$ cat src/rtl/reg_write_arbiter_pkg.sv
// Shared state encoding and default sizing for the register write arbiter.
package reg_arb_pkg;
    typedef enum logic [1:0] {
        ST_IDLE   = 2'd0,
        ST_GRANT  = 2'd1,
        ST_COMMIT = 2'd2
    } arb_state_t;

    localparam int DEF_NREQ = 3;
    localparam int DEF_NREG = 4;
    localparam int DEF_DW   = 8;
    localparam int DEF_AW   = 2;
endpackage

$ cat src/rtl/reg_write_arbiter_if.sv
// Requester-side write bus plus readback port of the register write arbiter.
interface reg_write_arbiter_if #(
    parameter int NREQ = reg_arb_pkg::DEF_NREQ,
    parameter int DW   = reg_arb_pkg::DEF_DW,
    parameter int AW   = reg_arb_pkg::DEF_AW
) ();
    logic [NREQ-1:0]    req;
    logic [NREQ-1:0]    clr;
    logic [NREQ*AW-1:0] wr_addr;
    logic [NREQ*DW-1:0] wr_data;
    logic [NREQ-1:0]    gnt;
    logic [NREQ-1:0]    ack;
    logic               busy;
    logic [AW-1:0]      rd_addr;
    logic [DW-1:0]      rd_data;

    modport master (
        output req, clr, wr_addr, wr_data, rd_addr,
        input  gnt, ack, busy, rd_data
    );

    modport slave (
        input  req, clr, wr_addr, wr_data, rd_addr,
        output gnt, ack, busy, rd_data
    );
endinterface

$ cat src/rtl/reg_write_arbiter_bank.sv
// Register bank: NREG entries with active-low enable and per-entry synchronous clear.
module reg_bank
    import reg_arb_pkg::*;
#(
    parameter int NREG = DEF_NREG,
    parameter int DW   = DEF_DW
) (
    input  logic                     clk,
    input  logic                     aReset,
    input  logic [NREG-1:0]          i_en_b,
    input  logic [NREG-1:0]          i_clr,
    input  logic [DW-1:0]            i_wr_data,
    output logic [NREG-1:0][DW-1:0]  o_q
);
    logic [NREG-1:0][DW-1:0] r_q;

    always_ff @(posedge clk) begin
        if (!aReset) begin
            r_q <= '0;
        end else begin
            for (int i = 0; i < NREG; i++) begin
                if (i_clr[i]) begin
                    r_q[i] <= '0;
                end else if (!i_en_b[i]) begin
                    r_q[i] <= i_wr_data;
                end
            end
        end
    end

    assign o_q = r_q;
endmodule

$ cat src/rtl/reg_write_arbiter.sv
// Round-robin register write arbiter. IDLE: sample req, pick winner | GRANT: write bank entry
// | COMMIT: ack winner, advance round-robin pointer.
module reg_write_arbiter
    import reg_arb_pkg::*;
#(
    parameter int NREQ = DEF_NREQ,
    parameter int NREG = DEF_NREG,
    parameter int DW   = DEF_DW,
    parameter int AW   = DEF_AW
) (
    input  logic               clk,
    input  logic               aReset,
    reg_write_arbiter_if.slave bus
);
    localparam int IW = (NREQ > 1) ? $clog2(NREQ) : 1;
    localparam logic [NREQ-1:0] ONE = NREQ'(1);

    arb_state_t              r_state;
    logic [IW-1:0]           r_ptr;
    logic [IW-1:0]           r_win;
    logic [AW-1:0]           r_addr;
    logic [DW-1:0]           r_data;
    logic                    r_clr;
    logic [NREQ-1:0]         r_gnt;
    logic [NREQ-1:0]         r_ack;
    logic                    r_busy;

    logic                    w_found;
    logic [IW-1:0]           w_win;
    logic [AW-1:0]           w_sel_addr;
    logic [DW-1:0]           w_sel_data;
    logic                    w_sel_clr;
    logic [NREG-1:0]         w_en_b;
    logic [NREG-1:0]         w_clr;
    logic [NREG-1:0][DW-1:0] w_bank;

    // First requesting index at or after r_ptr, wrapping modulo NREQ.
    always_comb begin
        w_found    = 1'b0;
        w_win      = '0;
        w_sel_addr = '0;
        w_sel_data = '0;
        w_sel_clr  = 1'b0;
        for (int k = 0; k < NREQ; k++) begin
            for (int j = 0; j < NREQ; j++) begin
                if (!w_found && bus.req[j] && ((int'(r_ptr) + k) % NREQ) == j) begin
                    w_found    = 1'b1;
                    w_win      = IW'(j);
                    w_sel_addr = bus.wr_addr[j*AW +: AW];
                    w_sel_data = bus.wr_data[j*DW +: DW];
                    w_sel_clr  = bus.clr[j];
                end
            end
        end
    end

    always_ff @(posedge clk) begin
        if (!aReset) begin
            r_state <= ST_IDLE;
            r_ptr   <= '0;
            r_win   <= '0;
            r_addr  <= '0;
            r_data  <= '0;
            r_clr   <= 1'b0;
            r_gnt   <= '0;
            r_ack   <= '0;
            r_busy  <= 1'b0;
        end else begin
            case (r_state)
                ST_IDLE: begin
                    r_ack <= '0;
                    if (w_found) begin
                        r_win   <= w_win;
                        r_addr  <= w_sel_addr;
                        r_data  <= w_sel_data;
                        r_clr   <= w_sel_clr;
                        r_gnt   <= ONE << w_win;
                        r_busy  <= 1'b1;
                        r_state <= ST_GRANT;
                    end
                end
                ST_GRANT: begin
                    r_gnt   <= '0;
                    r_ack   <= r_gnt;
                    r_state <= ST_COMMIT;
                end
                ST_COMMIT: begin
                    r_ack   <= '0;
                    r_busy  <= 1'b0;
                    r_ptr   <= (r_win == IW'(NREQ - 1)) ? '0 : r_win + 1'b1;
                    r_state <= ST_IDLE;
                end
                default: begin
                    r_gnt   <= '0;
                    r_ack   <= '0;
                    r_busy  <= 1'b0;
                    r_state <= ST_IDLE;
                end
            endcase
        end
    end

    // Out-of-range addresses match no entry, so nothing is enabled.
    always_comb begin
        w_en_b = '1;
        w_clr  = '0;
        for (int i = 0; i < NREG; i++) begin
            if (r_state == ST_GRANT && r_addr == AW'(i)) begin
                w_en_b[i] = r_clr;
                w_clr[i]  = r_clr;
            end
        end
    end

    reg_bank #(
        .NREG (NREG),
        .DW   (DW)
    ) u_bank (
        .clk       (clk),
        .aReset    (aReset),
        .i_en_b    (w_en_b),
        .i_clr     (w_clr),
        .i_wr_data (r_data),
        .o_q       (w_bank)
    );

    always_comb begin
        bus.rd_data = '0;
        for (int i = 0; i < NREG; i++) begin
            if (bus.rd_addr == AW'(i)) begin
                bus.rd_data = w_bank[i];
            end
        end
    end

    assign bus.gnt  = r_gnt;
    assign bus.ack  = r_ack;
    assign bus.busy = r_busy;
endmodule

$ cat src/flat_wrapper.sv
// flat-port wrapper written by rule: the top's interface ports become plain ports
module reg_write_arbiter_flat import reg_arb_pkg::*;
#(
    parameter int NREQ = DEF_NREQ,
    parameter int NREG = DEF_NREG,
    parameter int DW   = DEF_DW,
    parameter int AW   = DEF_AW
)
  (clk, aReset, bus_req, bus_clr, bus_wr_addr, bus_wr_data, bus_rd_addr, bus_gnt, bus_ack, bus_busy, bus_rd_data);
  reg_write_arbiter_if #(.NREQ(NREQ), .DW(DW), .AW(AW)) bus_i ();
  input  logic clk;
  input  logic aReset;
  input wire logic [$bits(bus_i.req)-1:0] bus_req;
  input wire logic [$bits(bus_i.clr)-1:0] bus_clr;
  input wire logic [$bits(bus_i.wr_addr)-1:0] bus_wr_addr;
  input wire logic [$bits(bus_i.wr_data)-1:0] bus_wr_data;
  input wire logic [$bits(bus_i.rd_addr)-1:0] bus_rd_addr;
  output wire logic [$bits(bus_i.gnt)-1:0] bus_gnt;
  output wire logic [$bits(bus_i.ack)-1:0] bus_ack;
  output wire logic [$bits(bus_i.busy)-1:0] bus_busy;
  output wire logic [$bits(bus_i.rd_data)-1:0] bus_rd_data;
  assign bus_i.req = bus_req;
  assign bus_i.clr = bus_clr;
  assign bus_i.wr_addr = bus_wr_addr;
  assign bus_i.wr_data = bus_wr_data;
  assign bus_i.rd_addr = bus_rd_addr;
  assign bus_gnt = bus_i.gnt;
  assign bus_ack = bus_i.ack;
  assign bus_busy = bus_i.busy;
  assign bus_rd_data = bus_i.rd_data;
  reg_write_arbiter #(.NREQ(NREQ), .NREG(NREG), .DW(DW), .AW(AW)) u_core (.clk(clk), .aReset(aReset), .bus(bus_i));
endmodule
$ cat config.mk
export PLATFORM = sky130hd
export DESIGN_NAME = reg_write_arbiter_flat
export DESIGN_NICKNAME = d
export VERILOG_FILES = /design/src/rtl/reg_write_arbiter_pkg.sv /design/src/rtl/reg_write_arbiter_if.sv /design/src/rtl/reg_write_arbiter_bank.sv /design/src/rtl/reg_write_arbiter.sv /design/src/flat_wrapper.sv
export SDC_FILE = /design/constraint.sdc
export NUM_CORES = 1
export LEC_CHECK = 0
export ABC_AREA = 1
export BUFFER_PORTS_ARGS = -buffer_cell sky130_fd_sc_hd__buf_4
export CORE_MARGIN = 2
export CORE_UTILIZATION = 45
export CTS_CLUSTER_SIZE = 14
export DETAILED_ROUTE_END_ITERATION = 6
export PLACE_DENSITY = 0.76
export SYNTH_ARGS = -nofsm -noshare
export SYNTH_HDL_FRONTEND = slang
export SYNTH_SLANG_ARGS = --single-unit
$ cat constraint.sdc
create_clock -name clk -period 5.9 [get_ports clk]
set_input_delay 0.295 -clock clk [delete_from_list [all_inputs] [get_ports clk]]
set_output_delay 0.295 -clock clk [all_outputs]
set_load 0.05 [all_outputs]
==> results of run 1 <==
[flip-flops by register name, summed over array words and instances, names as in the netlist]
signal,count
u_core.r_state,2
u_core.bus.busy,1
u_core.r_clr,1
u_core.r_win,2
u_core.r_data,8
u_core.r_ptr,2
u_core.bus.ack,3
u_core.r_addr,2
u_core.u_bank.o_q,32
u_core.bus.gnt,3
[worst min-delay path, stage by stage]
cell and delay, ps:
buf_4 150, nand2_1 70, nor2_1 40
[power groups by stage]
stage               registers, mW  clock network, mW  logic, mW
finish                      0.455              0.208      0.319
global route                0.459              0.229      0.356
CTS                         0.454              0.213      0.317
detailed placement          0.463                  0      0.315
global placement            0.462                  0      0.310
floorplan                   0.466                  0      0.222
[synthesized netlist by cell type (2+ instances only)]
library cell	instances	share of area [%]
a211oi_1	22	5.0
a21oi_1	34	5.1
buf_2	2	0.30
buf_6	2	0.68
clkbuf_1	6	0.68
dfxtp_1	56	34
ha_1	2	0.76
inv_1	79	9.0
nand2_1	103	12
nand2_2	2	0.38
nand2_4	3	1.0
nand3_1	33	5.0
nand3b_1	3	0.68
nand4_1	13	2.5
nor2_1	91	10
nor3_1	3	0.45
nor3_2	3	0.91
o21a_1	2	0.45
o21ai_0	31	4.7
o22ai_1	7	1.3
[metal layers]
layer	up-vias	GRT usage (%)
met5	-	0
met4	0	6.51
met1	1491	29.9
met3	22	3.38
met2	127	35.8
li1	1770	-
[metrics by stage]
stage	util, %	std cells	power, mW
after floorplan	-	513	0.687
final	53.8	663	0.982
after global placement	52.6	655	0.772
after global routing	53.8	663	1.04
after CTS	53.8	663	0.984
after detailed placement	52.6	655	0.778
[layout make-up]
class	instances	area, sq um	share of cell area (%)
Sequential cell	56	1120	29.0
Inverter	81	304	7.88
Tap cell	99	124	3.21
Multi-Input combinational cell	365	1820	47.1
Timing Repair Buffer	54	405	10.5
Clock buffer	6	72.6	1.88
Clock inverter	2	16.3	0.421
[worst paths after layout]
kind	from	endpoint	slack [ps]	cells after the start
setup / recovery	u_core.r_ptr[0]$_SDFFE_PN0N_	u_core.r_addr[1]$_SDFFE_PN0P_	3470	11
hold / removal	aReset	u_core.r_state[1]$_SDFFE_PN0P_	290	3
setup reg to reg	u_core.r_ptr[0]$_SDFFE_PN0N_	u_core.r_addr[1]$_SDFFE_PN0P_	3470	11
hold reg to reg	u_core.bus.gnt[1]$_SDFFE_PN0P_	u_core.bus.ack[1]$_SDFF_PN0_	460	2
[cells by family (layout without fill, tap and decap cells)]
family / count (synthesis) / after routing
AO/OA/AOI/OAI: 101 / 101
adder cells (fa/ha/maj): 2 / 2
buffers and inverters: 92 / 143
flip-flops: 56 / 56
AND/OR/NAND/NOR: 262 / 262
[placed cells by master (no fill, tap or decap), types with 5 or more instances in the layout]
cell        n
dfxtp_1    56
o21ai_0    31
a211oi_1   22
nor2_1     91
nand2_1   103
buf_4      54
o22ai_1     7
inv_1      79
a21oi_1    34
clkbuf_8    5
nand4_1    13
nand3_1    33
==> flow_summary_export.csv, run 1 <==
group,metric,value,unit
setup_path,arrival,2640,ps
sta,setup_ws,3470,ps
power_and_ir_drop,power_density,254,nW/um^2
setup_path,worst_setup_path_end_kind,"flip-flop",
power_and_ir_drop,internal-power,0.609,mW
clocking,cts_tree,"yes",
clocking,htreeDepth,2,
sta,rsz0062_at_grt,"no",
global_route,grt_pass1_vias,2970,
die,die_area,8040,sq um
sta,fin_crit_sh,41.2,%
sta,slew-limit-headroom,61.0,%
sta,tns,0,ps
setup_path,cp_num_buf_inv,2,
flow_run,max_cap_violations,0,
setup_path,critPathMaxStageDelay,370,ps
clocking,cts_buffers,5,
clocking,clk_pin_slew,90,ps
routing,top_layer,"met4",
clocking,clock_latency,310,ps
synthesis,synth_mux_area_share,0,%
power_and_ir_drop,power.share.clock,21.2,%
synthesis,synth_fa_ha_area_share,0.757,%
synthesis,synthCells,513,
sta,finalCriticalPeriod,2430,ps
finish,nets,605,
synthesis,synth-seq-area-share,33.9,%
power_and_ir_drop,comb_power_share,32.4,%
clocking,clock_sinks,56,
sta,clock_skew,7.92,ps
setup_path,crit_type,"reg -> reg",
global_route,grt_util_all_layers,21.9,%
placement,gp_congestion,0.931,
sta,worst_pin_slew,581,ps
routing,drtIter0Drc,181,
synthesis,synth_edf_count,0,
routing,wl_met1,3990,microns
setup_path,cp_top_family,"simple AND/OR/NAND/NOR gates",
synthesis,synth_warnings,0,
synthesis,async_flop_share,0,%
finish,finalInstanceArea,3860,sq um
clocking,post-cts-setup-buffer-count,0,
sta,max_freq,0.411,GHz
setup_path,critPathMostFrequentCell,"nand2_4",
global_route,grt_remaining_overflow,0,
worst_hold_path,hold_path.class,"in -> reg",
power_and_ir_drop,p_leak,1.76,nW
placement,post-place-ws,3490,ps
synthesis,synth_top_family_by_area,"simple AND/OR/NAND/NOR gates",
routing,wl_met2,3930,microns
routing,wl_met3,493,microns
routing,wl_per_cell,13.0,microns
synthesis,synth_cell_types,36,
synthesis,syn_area,3300,sq um
routing,vias,3410,
setup_path,crit_chain,"inv_1 -> ha_1 -> nand2_4 -> nand4_2 -> nand3_4 -> nor2_8 -> nand3_2 -> nand2_4 -> inv_2 -> o21ai_0 -> o21a_1",
finish,area_growth,16.8,%
run_status,run_status,"complete, no violations",
die,die_h,89.7,microns
synthesis,synthesis.nets,555,
sta,final-setup-viol-count,0,
die,ios,55,
synthesis,synth_ff_type,"dfxtp_1",
power_and_ir_drop,peakVddDrop,0.118,mV
power_and_ir_drop,seq_power_share,46.4,%
setup_path,startpoint_type,"flip-flop",
synthesis,avgSynthCellArea,6.44,sq um
sta,slew_violations,0,
finish,drive_gt1_share,14.0,%
die,rows,31,
routing,dr.pass1.iters,5,
setup_path,cpMaxStageDelayCell,"nand4_2",
finish,fill_cells,725,
placement,placed_cell_area,3770,sq um
placement,dpl.hpwl,6810,microns
routing,routed_wirelength,8610,microns
sta,holdWs,288,ps
clocking,cts.path.max_buffers,2,
global_route,antenna_found_initial,0,
clocking,cts_resized,0,
routing,ant_nets,0,
global_route,grt_max_degree,19,
setup_path,cp.required,6110,ps
synthesis,synth_xor_xnor_area_share,0,%
placement,port_buffers,54,
synthesis,synth-compound-area-share,18.1,%
routing,viasPerCell,5.14,
die,start_util,46.1,%
synthesis,synthSimpleGateAreaFrac,36.1,%
power_and_ir_drop,power_switching,0.373,mW
clocking,holdBufCountCts,0,
synthesis,ys_ff_latch,56,
die,die-width,89.7,microns
finish,n_antenna_cell,0,
global_route,grt_pass1_wl,14100,microns
sta,hold_viol,0,
clocking,root_buffer,"clkbuf_8",
setup_path,critPathMaxFanout,18,
routing,post-route-drc-count,0,
die,core,7180,sq um
power_and_ir_drop,switching_share,38.0,%
Power figures use the tool's default switching activity.
==> run 2, diff against run 1 <==
- clock period: 5.9 -> 2.4 ns (I/O delays scaled with it)
==> flow_summary_export.csv, run 2 (synthesis results as in run 1) <==
group,metric,value,unit
setup_path,worst_setup_path_end_kind,"flip-flop",
routing,viasPerCell,5.09,
clocking,cts_tree,"yes",
sta,max_freq,0.454,GHz
power_and_ir_drop,switching_share,36.1,%
worst_hold_path,holdPathStages,5,
die,core,7180,sq um
routing,vias,3413,
clocking,clock_latency,310,ps
routing,post-route-drc-count,0,
finish,largest_register_ffs,32,
finish,fill_cells,686,
setup_path,crit_type,"reg -> reg",
placement,gp_congestion,0.917,
sta,rsz0062_at_grt,"no",
finish,mostFrequentLayoutCell,"nand2_1",
sta,finalCriticalPeriod,2200,ps
routing,wl_per_cell,12.9,microns
global_route,grt_max_degree,18,
setup_path,critPathMaxStageDelay,350,ps
setup_path,startpoint_type,"flip-flop",
power_and_ir_drop,seq_power_share,43.8,%
setup_path,cp.required,2580,ps
sta,fin_crit_sh,91.7,%
setup_path,arrival,2380,ps
clocking,cts.path.max_buffers,2,
die,die_h,89.7,microns
finish,n_antenna_cell,0,
sta,tns,0,ps
power_and_ir_drop,power_switching,0.923,mW
finish,area_growth,19.8,%
power_and_ir_drop,peakVddDrop,0.289,mV
power_and_ir_drop,p_leak,1.81,nW
finish,drive_gt1_share,15.4,%
die,rows,31,
sta,slew-limit-headroom,65.3,%
routing,ant_nets,0,
die,die_area,8040,sq um
finish,nets,613,
setup_path,cpMaxStageDelayCell,"dfxtp_1",
clocking,cts_buffers,5,
routing,routed_wirelength,8640,microns
sta,holdWs,123,ps
sta,clock_skew,8.57,ps
sta,hold_viol,0,
setup_path,crit_chain,"inv_1 -> ha_2 -> nand2_4 -> nand2_2 -> a21oi_4 -> nand3_4 -> nor2_8 -> nand3b_4 -> inv_1 -> a21oi_1 -> nand2_1 -> a21oi_1",
routing,drtIter0Drc,160,
clocking,clock_sinks,56,
clocking,htreeDepth,2,
die,start_util,46.1,%
placement,port_buffers,54,
routing,dr.pass1.iters,5,
run_status,run_status,"complete, no violations",
placement,post-place-ws,121,ps
power_and_ir_drop,power_density,645,nW/um^2
setup_path,r2r_cells,12,
worst_hold_path,hold_path.class,"in -> reg",
sta,worst_pin_slew,519,ps
sta,slew_violations,0,
power_and_ir_drop,power.share.clock,24.1,%
global_route,grt_pass1_vias,2961,
global_route,antenna_found_initial,0,
global_route,grt_pass1_wl,13900,microns
flow_run,max_cap_violations,0,
sta,final-setup-viol-count,0,
finish,final_cell_mix,"nand2_1, nor2_1, inv_1, buf_4, dfxtp_1",
die,ios,55,
placement,dpl.hpwl,6710,microns
clocking,root_buffer,"clkbuf_8",
clocking,holdBufCountCts,0,
setup_path,critPathMaxFanout,12,
sta,setup_ws,198,ps
power_and_ir_drop,comb_power_share,32.1,%
clocking,clk_pin_slew,100,ps
power_and_ir_drop,internal-power,1.63,mW
global_route,grt_remaining_overflow,0,
die,die-width,89.7,microns
global_route,grt_util_all_layers,21.8,%
[run 2: worst paths after layout]
kind,from,end,slack [ps]
setup / recovery,u_core.r_ptr[0]$_SDFFE_PN0N_,u_core.r_data[6]$_SDFFE_PN0P_,200
hold / removal,bus_wr_data[20],u_core.r_data[4]$_SDFFE_PN0P_,120
setup reg to reg,u_core.r_ptr[0]$_SDFFE_PN0N_,u_core.r_data[6]$_SDFFE_PN0P_,200
hold reg to reg,u_core.bus.gnt[1]$_SDFFE_PN0P_,u_core.bus.ack[1]$_SDFF_PN0_,450
[run 2: per-stage QoR]
| stage | cells | cell area [sq um] | util (%) | power, mW |
|---|---|---|---|---|
| after floorplan | 513 | 3300 | - | 1.69 |
| after global placement | 659 | 3800 | 53.0 | 1.89 |
| after detailed placement | 659 | 3800 | 53.0 | 1.91 |
| after CTS | 667 | 3910 | 54.5 | 2.52 |
| after global routing | 671 | 3960 | 55.2 | 2.70 |
| final | 671 | 3960 | 55.2 | 2.55 |
[run 2: cell type report]
| type | count | area [sq um] | area share (%) |
|---|---|---|---|
| Inverter | 81 | 304 | 7.68 |
| Sequential cell | 56 | 1120 | 28.3 |
| Tap cell | 99 | 124 | 3.13 |
| Clock inverter | 2 | 38.8 | 0.979 |
| Clock buffer | 6 | 72.6 | 1.83 |
| Timing Repair Buffer | 61 | 458 | 11.6 |
| Multi-Input combinational cell | 366 | 1840 | 46.5 |
[run 2: per-layer routing]
layer,GRT usage (%),wire length [microns],vias to the layer above
li1,-,-,1789
met1,29.1,3910,1509
met2,37.3,4120,108
met3,2.83,519,7
met4,5.70,94,0
met5,0,0,-
[run 2: timing repair]
| action | CTS | global route |
|---|---|---|
| gates resized for setup | 0 | 3 |
| setup endpoints to repair | 0 | 6 |
| buffers inserted | 0 | 3 |
[run 2: power by group through the flow]
stage	registers, mW	logic (mW)	clock network (mW)
floorplan	1.14	0.545	0
finish	1.12	0.819	0.617
global placement	1.14	0.759	0
detailed placement	1.14	0.776	0
CTS	1.12	0.781	0.627
global route	1.13	0.912	0.659
[run 2: worst max-delay path, delay by kind of cell (launching register included)]
| family | cells | cell delay [ps] |
|---|---|---|
| and+or+nand+nor | 6 | 750 |
| AOI/OAI and AO/OA | 3 | 360 |
| DFF | 1 | 350 |
| adders and majority gates | 1 | 330 |
| buffers and inverters | 2 | 270 |
